[config.mk]
export PLATFORM = sky130hd
export DESIGN_NAME = pipe_skid_reg
export DESIGN_NICKNAME = d
export VERILOG_FILES = /design/src/rtl/pipe_pkg.sv /design/src/rtl/pipe_skid_mem.sv /design/src/rtl/pipe_skid_reg.sv
export SDC_FILE = /design/constraint.sdc
export NUM_CORES = 1
export LEC_CHECK = 0
export BUFFER_PORTS_ARGS = -buffer_cell sky130_fd_sc_hd__buf_4
export CAP_MARGIN = 10
export CORE_MARGIN = 3
export CORE_UTILIZATION = 35
export DETAILED_ROUTE_END_ITERATION = 6
export HOLD_SLACK_MARGIN = 0.06
export PLACE_DENSITY = 0.65
export SLEW_MARGIN = 25
export SYNTH_ARGS = -nofsm -noshare
export SYNTH_HDL_FRONTEND = slang
export SYNTH_SLANG_ARGS = --single-unit
[constraint.sdc]
create_clock -name clk -period 17.87 [get_ports clk]
set_input_delay 0.8935 -clock clk [delete_from_list [all_inputs] [get_ports clk]]
set_output_delay 0.8935 -clock clk [all_outputs]
set_load 0.01 [all_outputs]
[src/rtl/pipe_pkg.sv]
// ============================================================================
//  Module   : pipe_pkg
//  Purpose  : Shared defaults and sizing helpers for the skid-buffered pipe.
//  Revision : 1.0 - initial release
// ============================================================================
`default_nettype none

package pipe_pkg;

    localparam int DEF_WIDTH = 160;
    localparam int DEF_LANES = 1;
    localparam int DEF_DEPTH = 2;

    // Total payload bits of one bundle; lane k lives at [k*width +: width].
    function automatic int bundle_w(input int lanes, input int width);
        return lanes * width;
    endfunction

    // Pointer width, kept at least one bit so DEPTH=1 still has a legal vector.
    function automatic int ptr_w(input int depth);
        return (depth > 1) ? $clog2(depth) : 1;
    endfunction

endpackage

`default_nettype wire

[src/rtl/pipe_skid_mem.sv]
// ============================================================================
//  Module   : pipe_skid_mem
//  Purpose  : Payload storage, one write port and one asynchronous read port.
//  Revision : 1.0 - initial release
// ============================================================================
`default_nettype none

module pipe_skid_mem #(
    parameter int DW    = 32,
    parameter int DEPTH = 2,
    parameter int AW    = 1
) (
    input  logic          clk,
    input  logic          we_i,
    input  logic [AW-1:0] waddr_i,
    input  logic [DW-1:0] wdata_i,
    input  logic [AW-1:0] raddr_i,
    output logic [DW-1:0] rdata_o
);

    // Payload is never reset; validity is tracked by the controller's masks.
    logic [DW-1:0] mem_q [DEPTH];

    always_ff @(posedge clk) begin
        if (we_i) begin
            mem_q[waddr_i] <= wdata_i;
        end
    end

    assign rdata_o = mem_q[raddr_i];

endmodule

`default_nettype wire

[src/rtl/pipe_skid_reg.sv]
// ============================================================================
//  Module   : pipe_skid_reg
//  Purpose  : Multi-lane circular skid buffer with flush and registered ready.
//  Revision : 1.0 - initial release
// ============================================================================
`default_nettype none

module pipe_skid_reg
    import pipe_pkg::*;
#(
    parameter int WIDTH = DEF_WIDTH,
    parameter int LANES = DEF_LANES,
    parameter int DEPTH = DEF_DEPTH
) (
    input  logic                         clk,
    input  logic                         rst_n,
    input  logic                         flush,
    input  logic                         in_valid,
    input  logic [LANES-1:0]             in_lane_valid,
    input  logic [LANES*WIDTH-1:0]       in_data,
    output logic                         in_ready,
    output logic                         out_valid,
    output logic [LANES-1:0]             out_lane_valid,
    output logic [LANES*WIDTH-1:0]       out_data,
    input  logic                         out_ready,
    output logic [$clog2(DEPTH+1)-1:0]   count,
    output logic                         flushed
);

    localparam int DW    = bundle_w(LANES, WIDTH);
    localparam int PTR_W = ptr_w(DEPTH);
    localparam int CNT_W = $clog2(DEPTH + 1);

    localparam logic [PTR_W-1:0] PTR_LAST = PTR_W'(DEPTH - 1);
    localparam logic [PTR_W-1:0] PTR_ONE  = PTR_W'(1);
    localparam logic [CNT_W-1:0] CNT_FULL = CNT_W'(DEPTH);
    localparam logic [CNT_W-1:0] CNT_ONE  = CNT_W'(1);

    logic [PTR_W-1:0]            wr_ptr_q, wr_ptr_d;
    logic [PTR_W-1:0]            rd_ptr_q, rd_ptr_d;
    logic [CNT_W-1:0]            count_q,  count_d;
    logic [DEPTH-1:0][LANES-1:0] mask_q,   mask_d;
    logic                        flushed_q, flushed_d;

    logic          w_push;
    logic          w_pop;
    logic [DW-1:0] w_rdata;

    function automatic logic [PTR_W-1:0] ptr_inc(input logic [PTR_W-1:0] p);
        return (p == PTR_LAST) ? '0 : p + PTR_ONE;
    endfunction

    // Ready depends on stored count only, so there is no out_ready -> in_ready path.
    assign in_ready  = (count_q < CNT_FULL);
    assign out_valid = (count_q != '0) && !flush;
    assign w_push    = in_valid && in_ready && !flush;
    assign w_pop     = out_valid && out_ready;

    always_comb begin
        wr_ptr_d  = wr_ptr_q;
        rd_ptr_d  = rd_ptr_q;
        count_d   = count_q;
        mask_d    = mask_q;
        flushed_d = 1'b0;
        if (flush) begin
            // Popped slots have their masks cleared, so the OR covers only live bundles.
            wr_ptr_d  = '0;
            rd_ptr_d  = '0;
            count_d   = '0;
            mask_d    = '0;
            flushed_d = |mask_q;
        end else begin
            if (w_pop) begin
                mask_d[rd_ptr_q] = '0;
                rd_ptr_d         = ptr_inc(rd_ptr_q);
            end
            if (w_push) begin
                mask_d[wr_ptr_q] = in_lane_valid;
                wr_ptr_d         = ptr_inc(wr_ptr_q);
            end
            case ({w_push, w_pop})
                2'b10:   count_d = count_q + CNT_ONE;
                2'b01:   count_d = count_q - CNT_ONE;
                default: count_d = count_q;
            endcase
        end
    end

    always_ff @(posedge clk or negedge rst_n) begin
        if (!rst_n) begin
            wr_ptr_q  <= '0;
            rd_ptr_q  <= '0;
            count_q   <= '0;
            mask_q    <= '0;
            flushed_q <= 1'b0;
        end else begin
            wr_ptr_q  <= wr_ptr_d;
            rd_ptr_q  <= rd_ptr_d;
            count_q   <= count_d;
            mask_q    <= mask_d;
            flushed_q <= flushed_d;
        end
    end

    pipe_skid_mem #(
        .DW    (DW),
        .DEPTH (DEPTH),
        .AW    (PTR_W)
    ) u_mem (
        .clk     (clk),
        .we_i    (w_push),
        .waddr_i (wr_ptr_q),
        .wdata_i (in_data),
        .raddr_i (rd_ptr_q),
        .rdata_o (w_rdata)
    );

    assign out_lane_valid = out_valid ? mask_q[rd_ptr_q] : '0;
    assign out_data       = out_valid ? w_rdata : '0;
    assign count          = count_q;
    assign flushed        = flushed_q;

endmodule

`default_nettype wire

After elaboration in Yosys (flattened, before gate mapping)
Memory sizes are Yosys's and may differ from the RTL's.
Cells that the tools add are included.
Cells by class
  add/subtract/negate cells: 4
  multiply operators: 0
  divide/modulo/power cells: 0
  order comparisons: 5
  eq/ne operators: 2
  shifts and indexed selects: 0
  muxes and demuxes: 24
  bitwise logic cells: 2
  reductions and logical operators: 12
Operators by type and width (count)
  160-bit 2-to-1 mux: 1
  1-bit 2-to-1 mux: 14
  2-bit 2-to-1 mux: 5
  1-bit logical AND: 6
  2-bit nonzero test: 3
  1-bit by 2-bit less-than comparator with 1-bit output, second input constant: 2
  2-bit one-hot mux with 2 select lines: 1
  3-bit nonzero test: 1
  1-bit adder, second input constant: 2
  2-bit by 1-bit adder with 2-bit output, second input constant: 1
  2-bit AND: 1
  2-bit bitwise mux: 1
  1-bit demux with 1-bit select: 2
  2-bit by 1-bit equality test with 1-bit output, second input constant: 1
  2-bit equality test, second input constant: 1
  1-bit greater-or-equal comparator, second input constant: 2
  2-bit less-than comparator, second input constant: 1
  2-bit inverter: 1
  2-bit OR reduction: 1
  2-bit by 1-bit subtractor with 2-bit output, second input constant: 1
  1-bit logical NOT: 1
Storage, ports and cells
  register bits: 7
  bits in latches: 0
  bits in writable memories: 320
  ROM bits: 0
  input bits: 166
  output and inout port bits: 166
  word-level logic and storage cells: 56
  memories kept: 1
Memory list
  u_mem.mem_q: words 2, width 160, read ports 1, clocked after Yosys merged registers in 0, wr ports 1, RTL line pipe_skid_mem.sv:22  | logic [DW-1:0] mem_q [DEPTH];

Depth between registers and ports, before layout
  depth after elaboration: 11
  depth in mapped cells: 6

By module
A second synthesis with hierarchy kept.
Unflattened totals
  cell total of the unflattened synthesis: 716
  area, all modules: 13485.4 µm²
By module, submodules not included
  pipe_skid_mem: times used 1, cells an instance 500, area each 11964.0 µm², sequential area each 9609.2 µm²
  pipe_skid_reg: times used 1, cells an instance 216, area each 1521.5 µm², sequential area each 175.2 µm²

Worst setup path before layout
Ideal clock, no wire load.
  path type: in2reg
  start: input flush
  end: memory u_mem.mem_q[0][0] (netlist name) (enable)
  setup time: 1.135 ns
  data arrival time: 17.479 ns
  data required time: 16.735 ns
  slack: -0.744 ns
  stages: 2
  buffers on the path: 1
  cell sequence: buf_2 -> nor4b_1
Between the ends
  word-level cells in the longest chain between the ends: 4
RTL lines
  start: declaration: RTL line pipe_skid_reg.sv:17  | input logic flush,
  1-bit logical NOT: RTL line pipe_skid_reg.sv:56  | assign w_push = in_valid && in_ready && !flush;
  1-bit logical AND: RTL line pipe_skid_reg.sv:56
  1-bit 2-to-1 mux: RTL line pipe_skid_mem.sv:25  | if (we_i) begin
  1-bit 2-to-1 mux (implied by the code): RTL line pipe_skid_mem.sv:26  | mem_q[waddr_i] <= wdata_i;
  end: declaration: RTL line pipe_skid_mem.sv:22
No other way between the ends.

Worst setup path after layout
  start: register rd_ptr_q
  end: output out_data[151]
Between the ends
  word-level cells in the longest chain between the ends: 2
RTL lines
  start: declaration: RTL line pipe_skid_reg.sv:40  | logic [PTR_W-1:0] rd_ptr_q, rd_ptr_d;
  start signal: assignment: RTL line pipe_skid_reg.sv:98  | rd_ptr_q <= rd_ptr_d;
  memory read 2 x 160 bit
  160-bit 2-to-1 mux: RTL line pipe_skid_reg.sv:119  | assign out_data = out_valid ? w_rdata : '0;
  end: declaration: RTL line pipe_skid_reg.sv:24  | output logic [LANES*WIDTH-1:0] out_data,
No other way between the ends.

==> impl_metrics.yaml <==
worst_setup_path:
  path_cells: "buf_16, buf_4, mux2i_1, nor2_1, buf_4"
  crit_fanout: 52
  critPathKind: "reg -> out"
  max_stage_delay_ns: 0.77
  end_kind: "output pin"
  crit_top_cell: "buf_4"
  startpoint_type: "register"
  r2r_setup_slack_ns: 15.33
  worstPathArrival_ns: 3.02
  critPathSlowestCell: "buf_4"
  worst_ep_required_time_ns: 16.98
synthesis:
  yosys.area.top_type: "edfxtp_1"
  synth_area_leaders: "edfxtp_1, mux2i_1, nor2_1"
  netlist_instances: 713
  ys_ff_latch: 327
  synth_top_area_share: 0.773
  syn-num-nets: 879
  seq_area_frac_synth: 0.788
  ys_warn_count: 0
  avgSynthCellArea_um2: 17.4
  yosysUniqueCellTypes: 24
  syn_area_um2: 12400
place:
  gp_congestion: 0.728
  place_hpwl_um: 18000
  place_inst: 1472
  port_buffers: 331
clock_tree:
  post_cts_resized: 0
  clock_sinks: 327
  cts-root-buf: "clkbuf_16"
  cts_setup_buffers: 0
  cts_tree: "yes"
  clkTransAtPathRegs_ns: 0.06
  numCtsBuffers: 36
  clk_path_buf_depth: 3
  ctsHoldBuffers: 0
  clk_latency_ns: 0.50
  cts-htree-levels: 2
floorplan:
  ios: 332
  die_h_um: 194
  rows: 68
  start_util: 0.357
  die_area_um2: 37800
  core_um2: 34800
  die_w_um: 194
drt:
  wl_per_cell_um: 17.8
  via_per_inst: 4.56
  detail_route.first_pass.iterations: 4
  dr.first_iter.drc_count: 287
  drt_wl_total_um: 27400
  num_vias: 6993
  drc_errors: 0
  antenna_left: 0
global_route:
  grt_max_degree: 89
  grt_pass1_vias: 7389
  grt_pass1_wl_um: 42100
  overflow: 0
  grt_usage: 0.140
  antenna_found_initial: 0
sta:
  hold_viol: 0
  clock.fmax_mhz: 255
  min_period_ns: 3.91
  relSlewSlack: 0.332
  fin_skew_ns: 0.0126
  rsz0062_at_grt: "no"
  tns_ns: 0
  worst_slew_pin_slew_ns: 1.00
  setup_violations: 0
  slew_violations: 0
  period_share: 0.219
job:
  drv_cap: 0
layout:
  fillCellCount: 3029
  syn_to_final_growth_pct: 32.9
  layout-drive-gt1-share: 0.365
  final_cell_count_no_fill: 1534
  nets: 1222
  fin_util: 0.474
  diodes: 0
status:
  status: "finished clean"
pwr:
  p_leak_uw: 0.00608
  ir_drop_mv: 0.0976
  p_per_area_nw_per_um2: 106
worst_hold_path:
  hp-class: "in -> async"
-- cell families (layout without fill, tap and decap cells) --
| kind of cell | Yosys count | after routing | synth area share |
|---|---|---|---|
| AO/OA/AOI/OAI | 9 | 9 | 0.00493 |
| XOR/XNOR | 1 | 1 | 0.000705 |
| buffers and inverters | 40 | 406 | 0.0208 |
| flip-flops | 327 | 327 | 0.788 |
| multiplexers | 162 | 162 | 0.131 |
| AND/OR/NAND/NOR | 174 | 174 | 0.0554 |
-- cell usage in the layout, fill, tap and decap left out, types with 2 or more instances in the layout --
cell        instances
nor3b_1             2
a21oi_1             3
inv_1               3
bufinv_16           3
clkbuf_16          37
mux2i_1           161
nand2b_1            2
buf_4             339
edfxtp_1          320
buf_16              2
clkinvlp_4          2
clkbuf_1           12
nor2_1            163
clkinv_1            2
nor2b_1             2
dfrtp_1             6
clkinv_2            4
-- power by group --
group	leakage, uW	internal, uW	switching (uW)
clock	0.000539	427	273
sequential	0.00303	879	11.0
combinational	0.00252	79.2	86.0
total	0.00608	1390	369
-- registers in the layout, indices dropped and copies added, names as in the netlist --
name and flops:
rd_ptr_q 1, u_mem.mem_q 320, flushed 1, mask_q 2
count 2, wr_ptr_q 1
-- routing by layer --
metal / wire length (um) / vias to the layer above / global-route usage
li1: - / 3334 / -
met1: 11100 / 3386 / 0.175
met2: 13600 / 232 / 0.233
met3: 2170 / 41 / 0.0480
met4: 504 / 0 / 0.0372
met5: 0 / - / 0
-- metrics by stage --
stage | area (um^2) | total power, uW | setup WS (ns) | hold WS (ns)
global route | 16500 | 1830 | 13.73 | 0.178
finish | 16500 | 1750 | 13.96 | 0.203
global placement | 15300 | 1070 | 14.25 | 0.483
CTS | 16500 | 1780 | 13.88 | 0.169
floorplan | 12400 | 996 | 7.36 | 0.464
detailed placement | 15400 | 1070 | 14.28 | 0.506
-- cell type report --
type / instances / area [um^2] / share of cell area
Clock inverter: 11 / 133 / 0.00803
Inverter: 3 / 11.3 / 0.000682
Multi-Input combinational cell: 346 / 2410 / 0.146
Tap cell: 455 / 569 / 0.0345
Clock buffer: 50 / 985 / 0.0596
Timing Repair Buffer: 342 / 2610 / 0.158
Sequential cell: 327 / 9790 / 0.593
-- critical path: cells and delay by family, from the launching register on --
kind / cells / cell delay [ns]
buffers and inverters: 3 / 1.26
DFF: 1 / 0.75
muxes: 1 / 0.34
and+or+nand+nor: 1 / 0.07
-- Yosys cell counts, drive strengths merged --
master / number
xnor2: 1
or2: 1
nand2b: 2
o21ai: 1
o21bai: 1
mux2i: 161
inv: 3
edfxtp: 320
buf: 37
nand3: 1
nand2: 1
mux2: 1
dfrtp: 7
and4bb: 1
nor3b: 2
a22o: 1
o21a: 1
nor2b: 2
nor2: 163
o41ai: 1
a21oi: 3
a2bb2oi: 1
nor4b: 1
-- worst paths after layout --
path	from	endpoint	depth (start not counted)
max	rd_ptr_q	out_data[151]	5
min	rst_n	count[1]	1
max reg2reg	count[1]	u_mem.mem_q[0][159]	3
min reg2reg	mask_q[1]	flushed	1
max in group asynchronous	rst_n	rd_ptr_q	1
min in group clk	mask_q[1]	flushed	1
(Power assumes the default switching activity.)
